===== config.mk =====
export PLATFORM = sky130hd
export DESIGN_NAME = mem_stage
export DESIGN_NICKNAME = d
export VERILOG_FILES = /design/src/rtl/mem_stage.sv
export SDC_FILE = /design/constraint.sdc
export NUM_CORES = 1
export LEC_CHECK = 0
export ABC_CLOCK_PERIOD_IN_PS = 5500
export CORE_MARGIN = 3
export CORE_UTILIZATION = 30
export CTS_CLUSTER_DIAMETER = 50
export DETAILED_ROUTE_END_ITERATION = 10
export GPL_TIMING_DRIVEN = 0
export MAX_ROUTING_LAYER = met4
export PLACE_DENSITY = 0.58
export SLEW_MARGIN = 20
export SYNTH_ARGS = -nofsm -noshare
export SYNTH_HDL_FRONTEND = slang
export SYNTH_SLANG_ARGS = --single-unit

===== constraint.sdc =====
create_clock -name clk -period 5.5 [get_ports clk]
set_clock_uncertainty 0.05 [all_clocks]
set_input_delay 0.55 -clock clk [delete_from_list [all_inputs] [get_ports clk]]
set_output_delay 0.55 -clock clk [all_outputs]
set_load 0.005 [all_outputs]

===== src/rtl/mem_stage.sv =====
// mem_stage: memory-access pipeline stage between execute and write-back.
// Latches the execute payload, captures the synchronous SRAM read word,
// holds it across write-back stalls and applies load byte/half extraction.
module mem_stage #(
    parameter int EXE_TO_MEM_LEN = 112,
    parameter int MEM_TO_WB_LEN  = 70,
    parameter int MEM_RF_LEN     = 37
) (
    input  logic                      clk,
    input  logic                      reset,
    input  logic [EXE_TO_MEM_LEN-1:0] EXE_to_MEM_BUS,
    input  logic                      EXE_to_MEM_valid,
    output logic                      MEM_allowin,
    input  logic [31:0]               data_sram_rdata,
    input  logic                      WB_allowin,
    output logic                      MEM_to_WB_valid,
    output logic [MEM_TO_WB_LEN-1:0]  MEM_to_WB_BUS,
    output logic [MEM_RF_LEN-1:0]     MEM_RF_BUS
);

    logic                      mem_valid;
    logic                      first_cycle;
    logic                      rdata_held;
    logic [31:0]               rdata_buf;
    logic [EXE_TO_MEM_LEN-1:0] payload;
    logic                      accept;

    logic [31:0] pc;
    logic        gr_we;
    logic [4:0]  dest;
    logic [31:0] exe_result;
    logic [3:0]  load_op;
    logic        rfrom_mem;
    logic        unused_payload_bits;

    logic [1:0]  addr_lo;
    logic [31:0] raw_word;
    logic [7:0]  sel_byte;
    logic [15:0] sel_half;
    logic [31:0] load_value;
    logic [31:0] final_result;

    // The stage never needs extra cycles, so it frees up whenever write-back takes the current entry
    assign MEM_allowin     = !mem_valid || WB_allowin;
    assign MEM_to_WB_valid = mem_valid;
    assign accept          = EXE_to_MEM_valid && MEM_allowin;

    assign pc         = payload[EXE_TO_MEM_LEN-1 -: 32];
    assign gr_we      = payload[79];
    assign dest       = payload[78:74];
    assign exe_result = payload[73:42];
    assign load_op    = payload[4:1];
    assign rfrom_mem  = payload[0];

    // Address/store fields are consumed upstream by the SRAM request, not here
    assign unused_payload_bits = ^payload[41:5];

    // Valid bit follows the upstream valid whenever the stage can take a new entry
    always_ff @(posedge clk or posedge reset) begin
        if (reset) begin
            mem_valid <= 1'b0;
        end else if (MEM_allowin) begin
            mem_valid <= EXE_to_MEM_valid;
        end
    end

    // Payload register only changes on a real handshake, so a stalled entry is never overwritten
    always_ff @(posedge clk or posedge reset) begin
        if (reset) begin
            payload <= '0;
        end else if (accept) begin
            payload <= EXE_to_MEM_BUS;
        end
    end

    // Marks the single cycle in which the SRAM read data belongs to the current entry
    always_ff @(posedge clk or posedge reset) begin
        if (reset) begin
            first_cycle <= 1'b0;
        end else begin
            first_cycle <= accept;
        end
    end

    // Capture the SRAM word at the end of its only valid cycle if write-back is stalling us
    always_ff @(posedge clk or posedge reset) begin
        if (reset) begin
            rdata_buf  <= '0;
            rdata_held <= 1'b0;
        end else if (MEM_allowin) begin
            rdata_held <= 1'b0;
        end else if (mem_valid && first_cycle && rfrom_mem && !WB_allowin) begin
            rdata_buf  <= data_sram_rdata;
            rdata_held <= 1'b1;
        end
    end

    assign raw_word = rdata_held ? rdata_buf : data_sram_rdata;
    assign addr_lo  = exe_result[1:0];
    assign sel_half = addr_lo[1] ? raw_word[31:16] : raw_word[15:0];

    // Pick the addressed byte out of the raw word
    always_comb begin
        sel_byte = raw_word[7:0];
        case (addr_lo)
            2'd0: sel_byte = raw_word[7:0];
            2'd1: sel_byte = raw_word[15:8];
            2'd2: sel_byte = raw_word[23:16];
            2'd3: sel_byte = raw_word[31:24];
            default: sel_byte = raw_word[7:0];
        endcase
    end

    // One-hot load_op selects width and extension; no bits set means a full word load
    always_comb begin
        load_value = raw_word;
        if (load_op[0]) begin
            load_value = {{24{sel_byte[7]}}, sel_byte};
        end else if (load_op[1]) begin
            load_value = {{16{sel_half[15]}}, sel_half};
        end else if (load_op[2]) begin
            load_value = {24'd0, sel_byte};
        end else if (load_op[3]) begin
            load_value = {16'd0, sel_half};
        end
    end

    assign final_result  = rfrom_mem ? load_value : exe_result;
    assign MEM_to_WB_BUS = {pc, gr_we, dest, final_result};
    assign MEM_RF_BUS    = {((gr_we && mem_valid) ? dest : 5'd0), final_result};

endmodule

== Word-level counts from Yosys, hierarchy flattened ==
Cells that the tools add are included.

* Flip-flop bits (word level): 147
* Latch bits: 0
* RAM bits: 0
* Memory bits (read-only): 0
* Input bits: 148
* Output and inout port bits: 109
* Logic and storage cells: 31
* Memories: 0

* Add/subtract/negate cells: 0
* Multiply operators: 0
* Div/mod/pow operators: 0
* Order comparisons: 0
* Eq/ne operators: 3
* Shift-type cells: 0
* Mux-type cells: 11
* Bitwise operators: 1
* Reductions and logical operators: 11

{| class="wikitable"
|+ Operators with widths
! operator !! number
|-
| $mux 32 || 6
|-
| $pmux 8 s4 || 1
|-
| $mux 16 || 1
|-
| $logic_and 1x1->1 || 5
|-
| $mux 5 || 1
|-
| $eq 2x2->1 const B || 2
|-
| $eq 2x1->1 const B || 1
|-
| $logic_not 1->1 || 2
|-
| $logic_not 2->1 || 1
|-
| $mux 1 || 2
|-
| $reduce_and 2->1 || 1
|-
| $reduce_bool 2->1 || 1
|-
| $logic_or 1x1->1 || 1
|-
| $not 1->1 || 1
|}

== Depth between registers and ports, before layout ==
Gate-level depths: netlist of run 1.

* Word-level depth: 7
* Depth in mapped cells: 8
* Mapped depth without buffers: 4

== Least setup slack after synthesis of run 1 ==
No wires, ideal clock.

* Path kind: input to output
* Start: input data_sram_rdata[15]
* End: output MEM_to_WB_BUS[21]
* Arrival time: 1.880 ns
* Data required time: 4.900 ns
* Slack: 3.020 ns
* Cell stages on the path: 6
* Path buffers: 2
* Cells stage by stage: mux4_1 mux2i_4 o211ai_4 buf_6 o22a_1 buf_4

* Cells in the longest elaborated chain, start to end: 5
* Elaborated cells on any way between the ends: 6
* Classes of those cells: mux (6)

{| class="wikitable"
|+ Ends and longest elaborated chain
! element !! line !! RTL
|-
| start: declaration || 14 || <nowiki>input logic [31:0] data_sram_rdata,</nowiki>
|-
| $mux 32 * || 98 || <nowiki>assign raw_word = rdata_held ? rdata_buf : data_sram_rdata;</nowiki>
|-
| $mux 16 || 100 || <nowiki>assign sel_half = addr_lo[1] ? raw_word[31:16] : raw_word[15:0];</nowiki>
|-
| $mux 32 || 119 || <nowiki>end else if (load_op[1]) begin</nowiki>
|-
| $mux 32 * || 117 || <nowiki>if (load_op[0]) begin</nowiki>
|-
| $mux 32 * || 128 || <nowiki>assign final_result = rfrom_mem ? load_value : exe_result;</nowiki>
|-
| end: declaration || 17 || <nowiki>output logic [MEM_TO_WB_LEN-1:0] MEM_to_WB_BUS,</nowiki>
|}

Every way passes the cells marked *; elsewhere a longest branch is shown, timed or not.

== Worst setup path after layout of run 1 ==
* Start: register payload[2]
* End: output MEM_to_WB_BUS[15]

* Cells in the longest elaborated chain, start to end: 3

{| class="wikitable"
|+ Ends and longest elaborated chain
! element !! line !! RTL
|-
| start: declaration || 25 || <nowiki>logic [EXE_TO_MEM_LEN-1:0] payload;</nowiki>
|-
| start signal: assignment || 72 || <nowiki>payload <= EXE_to_MEM_BUS;</nowiki>
|-
| $mux 32 || 119 ||
|-
| $mux 32 || 117 ||
|-
| $mux 32 || 128 ||
|}

No other way between the ends.

==> impl_metrics.tcl, run 1 <==
set metrics [dict create \
    clock-root-buffer "clkbuf_16" \
    min_from "rdata_buf[0]" \
    synthSimpleGateAreaFrac_pct 6.12 \
    die_y_um 148 \
    finish.utilization_pct 45.3 \
    drtIter0Drc 254 \
    worstPathCellList "clkbuf_1 > o21ai_0 > buf_2 > mux2i_1 > nand2_1 > a31oi_1 > buf_4 > clkdlybuf4s50_1" \
    grt_antenna_before_repair 0 \
    firstDrtPassIters 4 \
    total_leakage_power_nw 3.68 \
    cp_max_fo 10 \
    min_to "rdata_buf[0]" \
    post-route-drc-count 0 \
    yosysWarnings 0 \
    rsz0062_at_grt "false" \
    syn_inst 503 \
    startpoint_type "flip-flop" \
    fin_setup_tns_ps 0 \
    setup_slack_ps 1780 \
    die_w_um 148 \
    cp-end-kind "output port" \
    hold_depth 1 \
    clock_sinks 110 \
    pwr-share-seq_pct 37.2 \
    ys_seq_area_share_pct 45.5 \
    synth_nets 651 \
    p_sw_mw 0.830 \
    rows 51 \
    finalMaxSlewViolations 0 \
    min_path_type "flip-flop to flip-flop" \
    max_cap_violations 0 \
    run_status "completed" \
    nFillCells 1874 \
    ff2ff_path_depth 5 \
    ys_ff_latch 110 \
    cts.reportedPaths.clkPinSlew_ps 80 \
    clk_latency_ps 360 \
    drtAntennaViolNets 0 \
    crit_slowest_cell "o21ai_0" \
    period_share_pct 67.5 \
    synth_compound_area_share_pct 7.05 \
    die-area_um2 21900 \
    dp_slack_ps 1920 \
    grt_first_pass_wirelength_mm 28.5 \
    cts_tree "yes" \
    p_sw_share_pct 29.0 \
    r2r_end "payload[53]" \
    start_util_pct 30.8 \
    max_freq_mhz 269 \
    fin_nets 882 \
    multi_input_area_um2 2590 \
    diodes 0 \
    whs_ps 457 \
    ctsResizeCount 0 \
    drt-wirelength-per-cell_um 18.4 \
    r2r_setup_slack_ps 3390 \
    numCtsBuffers 9 \
    syn2layout_area_growth_pct 47.0 \
    reg2reg_from "MEM_to_WB_valid" \
    ff_latch_area_um2 2750 \
    cts_hold_buf 0 \
    io_pins 257 \
    grt_pass1_vias 5116 \
    final_common_cell "clkdlybuf4s50_1" \
    arrival_ps 3120 \
    worstSetupPathType "flip-flop to output port" \
    slew_headroom_pct 51.8 \
    clockPowerShare_pct 22.9 \
    ys_types 41 \
    htree_num_levels 3 \
    wl_mm 18.5 \
    worst_slew_pin_slew_ps 716 \
    cts_setup_buffers 0 \
    coreArea_um2 19700 \
    power.density_nw_per_um2 322 \
    post-route-min-period_ps 3720 \
    grt_remaining_overflow 0 \
    cpPeakStageDelay_ps 520 \
    viasPerCell 4.72 \
    required_ps 4900 \
    synthMuxAreaShare_pct 29.6 \
    p_int_mw 2.03 \
    vias 4735 \
    drive_above_1_share_pct 30.9 \
    dp_hpwl_mm 14.5 \
    comb_power_share_pct 39.9 \
    io_buffers 219 \
    setup_violations 0 \
    finalHoldViolCount 0 \
    total_power_mw 2.86 \
    cts_buffer_depth 2 \
    peakVddDrop_mv 0.164 \
    place_congestion 0.886 \
    synth_xor_area_share_pct 0 \
    synth_area_um2 6050 \
    track_usage_pct 17.2 \
    synthAdderAreaFrac_pct 0 \
    syn_area_per_cell_um2 12.0 \
    final_cell_mix "clkdlybuf4s50_1, mux2_2, dfrtp_1" \
    grt_max_degree 64 \
    synth_top_family_by_area "multiplexers" \
]
[layer usage]
layer / global-route usage (%) / part of all wire [%] / wire length (um)
met5: - / 0 / 0
met4: 6.65 / 2.5 / 472
met3: 3.71 / 5.9 / 1100
met2: 26.4 / 46 / 8500
met1: 22.4 / 46 / 8440
[synthesized netlist by cell type]
library cell	n	area share, %
nand3_1	4	0.33
or2_2	2	0.21
buf_2	14	1.2
a22o_1	1	0.14
a21boi_0	5	0.62
a31oi_1	9	0.93
nor3b_1	2	0.25
o2111a_1	1	0.19
and3_1	5	0.52
mux2i_4	1	0.37
nand3b_1	1	0.12
o22ai_1	1	0.10
a21oi_1	4	0.33
o31ai_1	1	0.12
nand4_1	3	0.31
or4_4	1	0.19
nand2_1	12	0.74
o211ai_4	1	0.35
dfrtp_1	110	45
mux2i_1	36	6.0
a211oi_1	1	0.12
mux4_1	1	0.43
mux4_2	6	2.2
mux2_2	111	21
buf_6	2	0.37
nor2_1	31	1.9
o2111ai_1	1	0.14
and2_1	1	0.10
nand2b_1	5	0.52
a211o_1	1	0.14
nor4_1	1	0.10
o21ai_0	5	0.41
o221ai_1	2	0.29
o22a_1	19	2.7
o211ai_1	2	0.25
nand4b_1	2	0.29
buf_4	72	8.9
inv_1	5	0.31
o311ai_0	1	0.14
nor2b_1	5	0.52
clkbuf_1	15	0.93
[layout make-up]
| class | instances | share of cell area [%] |
|---|---|---|
| multi-input cells | 285 | 29.1 |
| flip-flops and latches | 110 | 30.9 |
| clock inverters | 6 | 0.563 |
| inverters | 5 | 0.267 |
| repair buffers | 220 | 24.9 |
| clock buffers | 10 | 2.69 |
| well taps | 265 | 3.73 |
| plain buffers | 103 | 7.75 |
[cell families (layout without fill, tap and decap cells)]
| logic type | count (synthesis) | after routing |
|---|---|---|
| AOI/OAI and AO/OA | 55 | 55 |
| and+or+nand+nor | 75 | 75 |
| buffers and inverters | 108 | 344 |
| muxes | 155 | 155 |
| DFF | 110 | 110 |
[power groups by stage]
stage	clock network, mW	registers (mW)	logic, mW
floorplan	0	1.05	0.598
global placement	0	1.07	1.13
detailed placement	0	1.08	1.15
CTS	0.676	1.06	1.16
global route	0.704	1.08	1.23
finish	0.656	1.07	1.14
[worst max-delay path: cells and delay by family, from the launching register on]
kind,cells,cell delay [ps]
AND/OR/NAND/NOR,1,110
flip-flops,1,360
multiplexers,1,290
buffers and inverters,4,1220
AO/OA/AOI/OAI,2,770
[flip-flops by register name (all words and copies together) (netlist names)]
register / flops
payload: 75
rdata_buf: 32
MEM_to_WB_valid: 1
first_cycle: 1
rdata_held: 1
[metrics by stage]
stage | cell area [um2] | instances
2_1_floorplan | 6050 | 503
3_3_place_gp | 8580 | 987
3_5_place_dp | 8610 | 988
4_1_cts | 8900 | 1004
5_1_grt | 8900 | 1004
6_report | 8900 | 1004
[worst max path at each step]
stage | startpoint | end | slack, ps | depth (start not counted)
after floorplan | reset | MEM_to_WB_valid | 2000 | 1
after global placement | reset | rdata_buf[29] | 250 | 2
after detailed placement | data_sram_rdata[31] | MEM_to_WB_BUS[29] | 1920 | 8
after CTS | payload[2] | MEM_to_WB_BUS[15] | 1790 | 8
after global routing | payload[2] | MEM_to_WB_BUS[15] | 1590 | 8
final | payload[2] | MEM_to_WB_BUS[15] | 1780 | 8
(Power assumes the default switching activity.)
==> inputs of run 2 (changes only) <==
--- a/config.mk
+++ b/config.mk
@@ -5,14 +5,14 @@
 export SDC_FILE = /design/constraint.sdc
 export NUM_CORES = 1
 export LEC_CHECK = 0
-export ABC_CLOCK_PERIOD_IN_PS = 5500
+export ABC_CLOCK_PERIOD_IN_PS = 3200
 export CORE_MARGIN = 3
 export CORE_UTILIZATION = 30
 export CTS_CLUSTER_DIAMETER = 50
 export DETAILED_ROUTE_END_ITERATION = 10
 export GPL_TIMING_DRIVEN = 0
 export MAX_ROUTING_LAYER = met4
-export PLACE_DENSITY = 0.58
+export PLACE_DENSITY = 0.6
 export SLEW_MARGIN = 20
 export SYNTH_ARGS = -nofsm -noshare
 export SYNTH_HDL_FRONTEND = slang
==> constraint.sdc (replaced) <==
create_clock -name clk -period 3.2 [get_ports clk]
set_clock_uncertainty 0.05 [all_clocks]
set_input_delay 0.32 -clock clk [delete_from_list [all_inputs] [get_ports clk]]
set_output_delay 0.32 -clock clk [all_outputs]
set_load 0.005 [all_outputs]
==> run 2 against run 1 <==
Critical path depth down 1. Sequential power rose by 73%. Critical path type unchanged. Non-clock buffer count grew 1. Routed wire length shrank 1.8%. First-iteration DRC count shrank 11%. Flip-flop and latch count is the same. Final cell count about the same. Count of clock-buffer cells in the layout fell by 1. Largest cell class unchanged. Clock power is 74% higher. Worst setup slack got worse by 1700 ps. Largest power group unchanged.
==> impl_metrics.tcl, run 2 (synthesis results as in run 1) <==
set metrics [dict create \
    firstDrtPassIters 6 \
    worst_path_most_repeated_cell "buf_4" \
    cts_tree "yes" \
    cts_buffer_depth 2 \
    dp_hpwl_mm 14.6 \
    worstSetupStartpoint "rdata_held" \
    drt-wirelength-per-cell_um 18.1 \
    reg2reg_from "MEM_to_WB_valid" \
    final_area_um2 8990 \
    slew_headroom_pct 56.0 \
    cp-end-kind "output port" \
    wl_mm 18.2 \
    cts_hold_buf 0 \
    post-route-drc-count 0 \
    run_status "completed" \
    grt_first_pass_wirelength_mm 28.0 \
    drtIter0Drc 225 \
    start_util_pct 30.8 \
    viasPerCell 4.65 \
    power.density_nw_per_um2 552 \
    rsz0062_at_grt "true" \
    finish.utilization_pct 45.8 \
    grt_pass1_vias 5056 \
    clk_latency_ps 350 \
    numCtsBuffers 9 \
    post-route-min-period_ps 3120 \
    diodes 0 \
    place_congestion 0.860 \
    io_pins 257 \
    fin_nets 883 \
    rows 51 \
    total_leakage_power_nw 3.73 \
    period_share_pct 97.6 \
    syn2layout_area_growth_pct 48.6 \
    track_usage_pct 17.0 \
    startpoint_type "flip-flop" \
    final_common_cell "clkdlybuf4s50_1" \
    arrival_ps 2750 \
    finalMaxSlewViolations 0 \
    grt_remaining_overflow 0 \
    total_power_mw 4.96 \
    max_freq_mhz 320 \
    crit_slowest_cell "mux4_2" \
    dpl_cell_area_um2 8640 \
    drive_above_1_share_pct 33.8 \
    clock_sinks 110 \
    cts.reportedPaths.clkPinSlew_ps 80 \
    coreArea_um2 19700 \
    max_cap_violations 0 \
    finalHoldViolCount 0 \
    io_buffers 219 \
    grt_max_degree 34 \
    die_w_um 148 \
    worstSetupPathType "flip-flop to output port" \
    cp_max_fo 10 \
    cpPeakStageDelay_ps 520 \
    vias 4674 \
    die_y_um 148 \
    required_ps 2830 \
    final_cell_mix "clkdlybuf4s50_1, mux2_2, dfrtp_1" \
    largest_reg_flops 75 \
    setup_violations 0 \
    htree_num_levels 3 \
    worstPathCellList "buf_8 > buf_4 > mux2i_1 > mux4_2 > o221ai_2 > buf_4 > clkdlybuf4s50_1" \
    worst_slew_pin_slew_ps 661 \
    largest-register "payload" \
    clock-root-buffer "clkbuf_16" \
    grt_antenna_before_repair 0 \
    min_path_type "input pin to async pin" \
    die-area_um2 21900 \
    drtAntennaViolNets 0 \
    peakVddDrop_mv 0.269 \
    reg_top3 "payload (75), rdata_buf (32)" \
]
-- run 2: worst max-delay path: cells and delay by family, from the launching register on --
family                 cells  cell delay, ps
flip-flops                 1             450
buffers and inverters      4             980
multiplexers               2             760
AO/OA/AOI/OAI              1             210
-- run 2: cell type report --
cell class | instances | area (um2)
timing repair buffer | 225 | 2280
tap | 265 | 332
fill | 1838 | 10700
inverter | 5 | 22.5
multi-input combinational | 285 | 2630
clock inverter | 7 | 68.8
sequential | 110 | 2760
buffer | 99 | 681
clock buffer | 9 | 225
-- run 2: worst paths after layout --
path / cells past startpoint / endpoint / slack, ps
setup / recovery: 7 / MEM_to_WB_BUS[5] / 80
hold / removal: 2 / payload[91] / 280
setup reg to reg: 5 / payload[53] / 1110
hold reg to reg: 1 / payload[91] / 460
max in group asynchronous: 4 / rdata_held / 2060
min in group clk: 1 / payload[91] / 460
-- run 2: through the flow --
step,hold WS [ps],setup TNS (ps),setup slack (ps),cells
6_report,276,0,78.3,1005
5_1_grt,335,-118,-33.7,1005
4_1_cts,279,-7.48,-7.48,1006
3_5_place_dp,444,0,81.4,990
3_3_place_gp,435,0,128,987
2_1_floorplan,378,0,1000,503
-- run 2: where the power goes --
part	leakage [nW]	switching, mW	total (mW)	internal [mW]
clock	0.147	0.585	1.14	0.558
combinational	2.29	0.687	1.97	1.28
sequential	1.30	0.182	1.85	1.67
total	3.73	1.45	4.96	3.51
-- run 2: repair_timing --
action                                 4_1_cts  5_1_grt
buffers inserted                             2        1
endpoints found under the hold margin        0        0
pin swaps                                    4        5
setup endpoints to repair                   35       32
resized for setup                           12       14
-- run 2: routing by layer --
metal	vias up	GRT usage [%]	wire length, um
met3	13	3.10	1050
met5	-	-	0
met2	161	27.6	8870
met1	2301	21.8	8010
li1	2199	-	-
met4	0	5.03	255
==> inputs of run 3 (changes only) <==
--- a/config.mk
+++ b/config.mk
@@ -8,7 +8,8 @@
 export ABC_CLOCK_PERIOD_IN_PS = 3200
 export CORE_MARGIN = 3
 export CORE_UTILIZATION = 30
-export CTS_CLUSTER_DIAMETER = 50
+export CTS_CLUSTER_DIAMETER = 120
+export CTS_CLUSTER_SIZE = 12
 export DETAILED_ROUTE_END_ITERATION = 10
 export GPL_TIMING_DRIVEN = 0
 export MAX_ROUTING_LAYER = met4
==> results of run 3 <==
The final DEF is identical to that of run 2; final timing and power are the same.
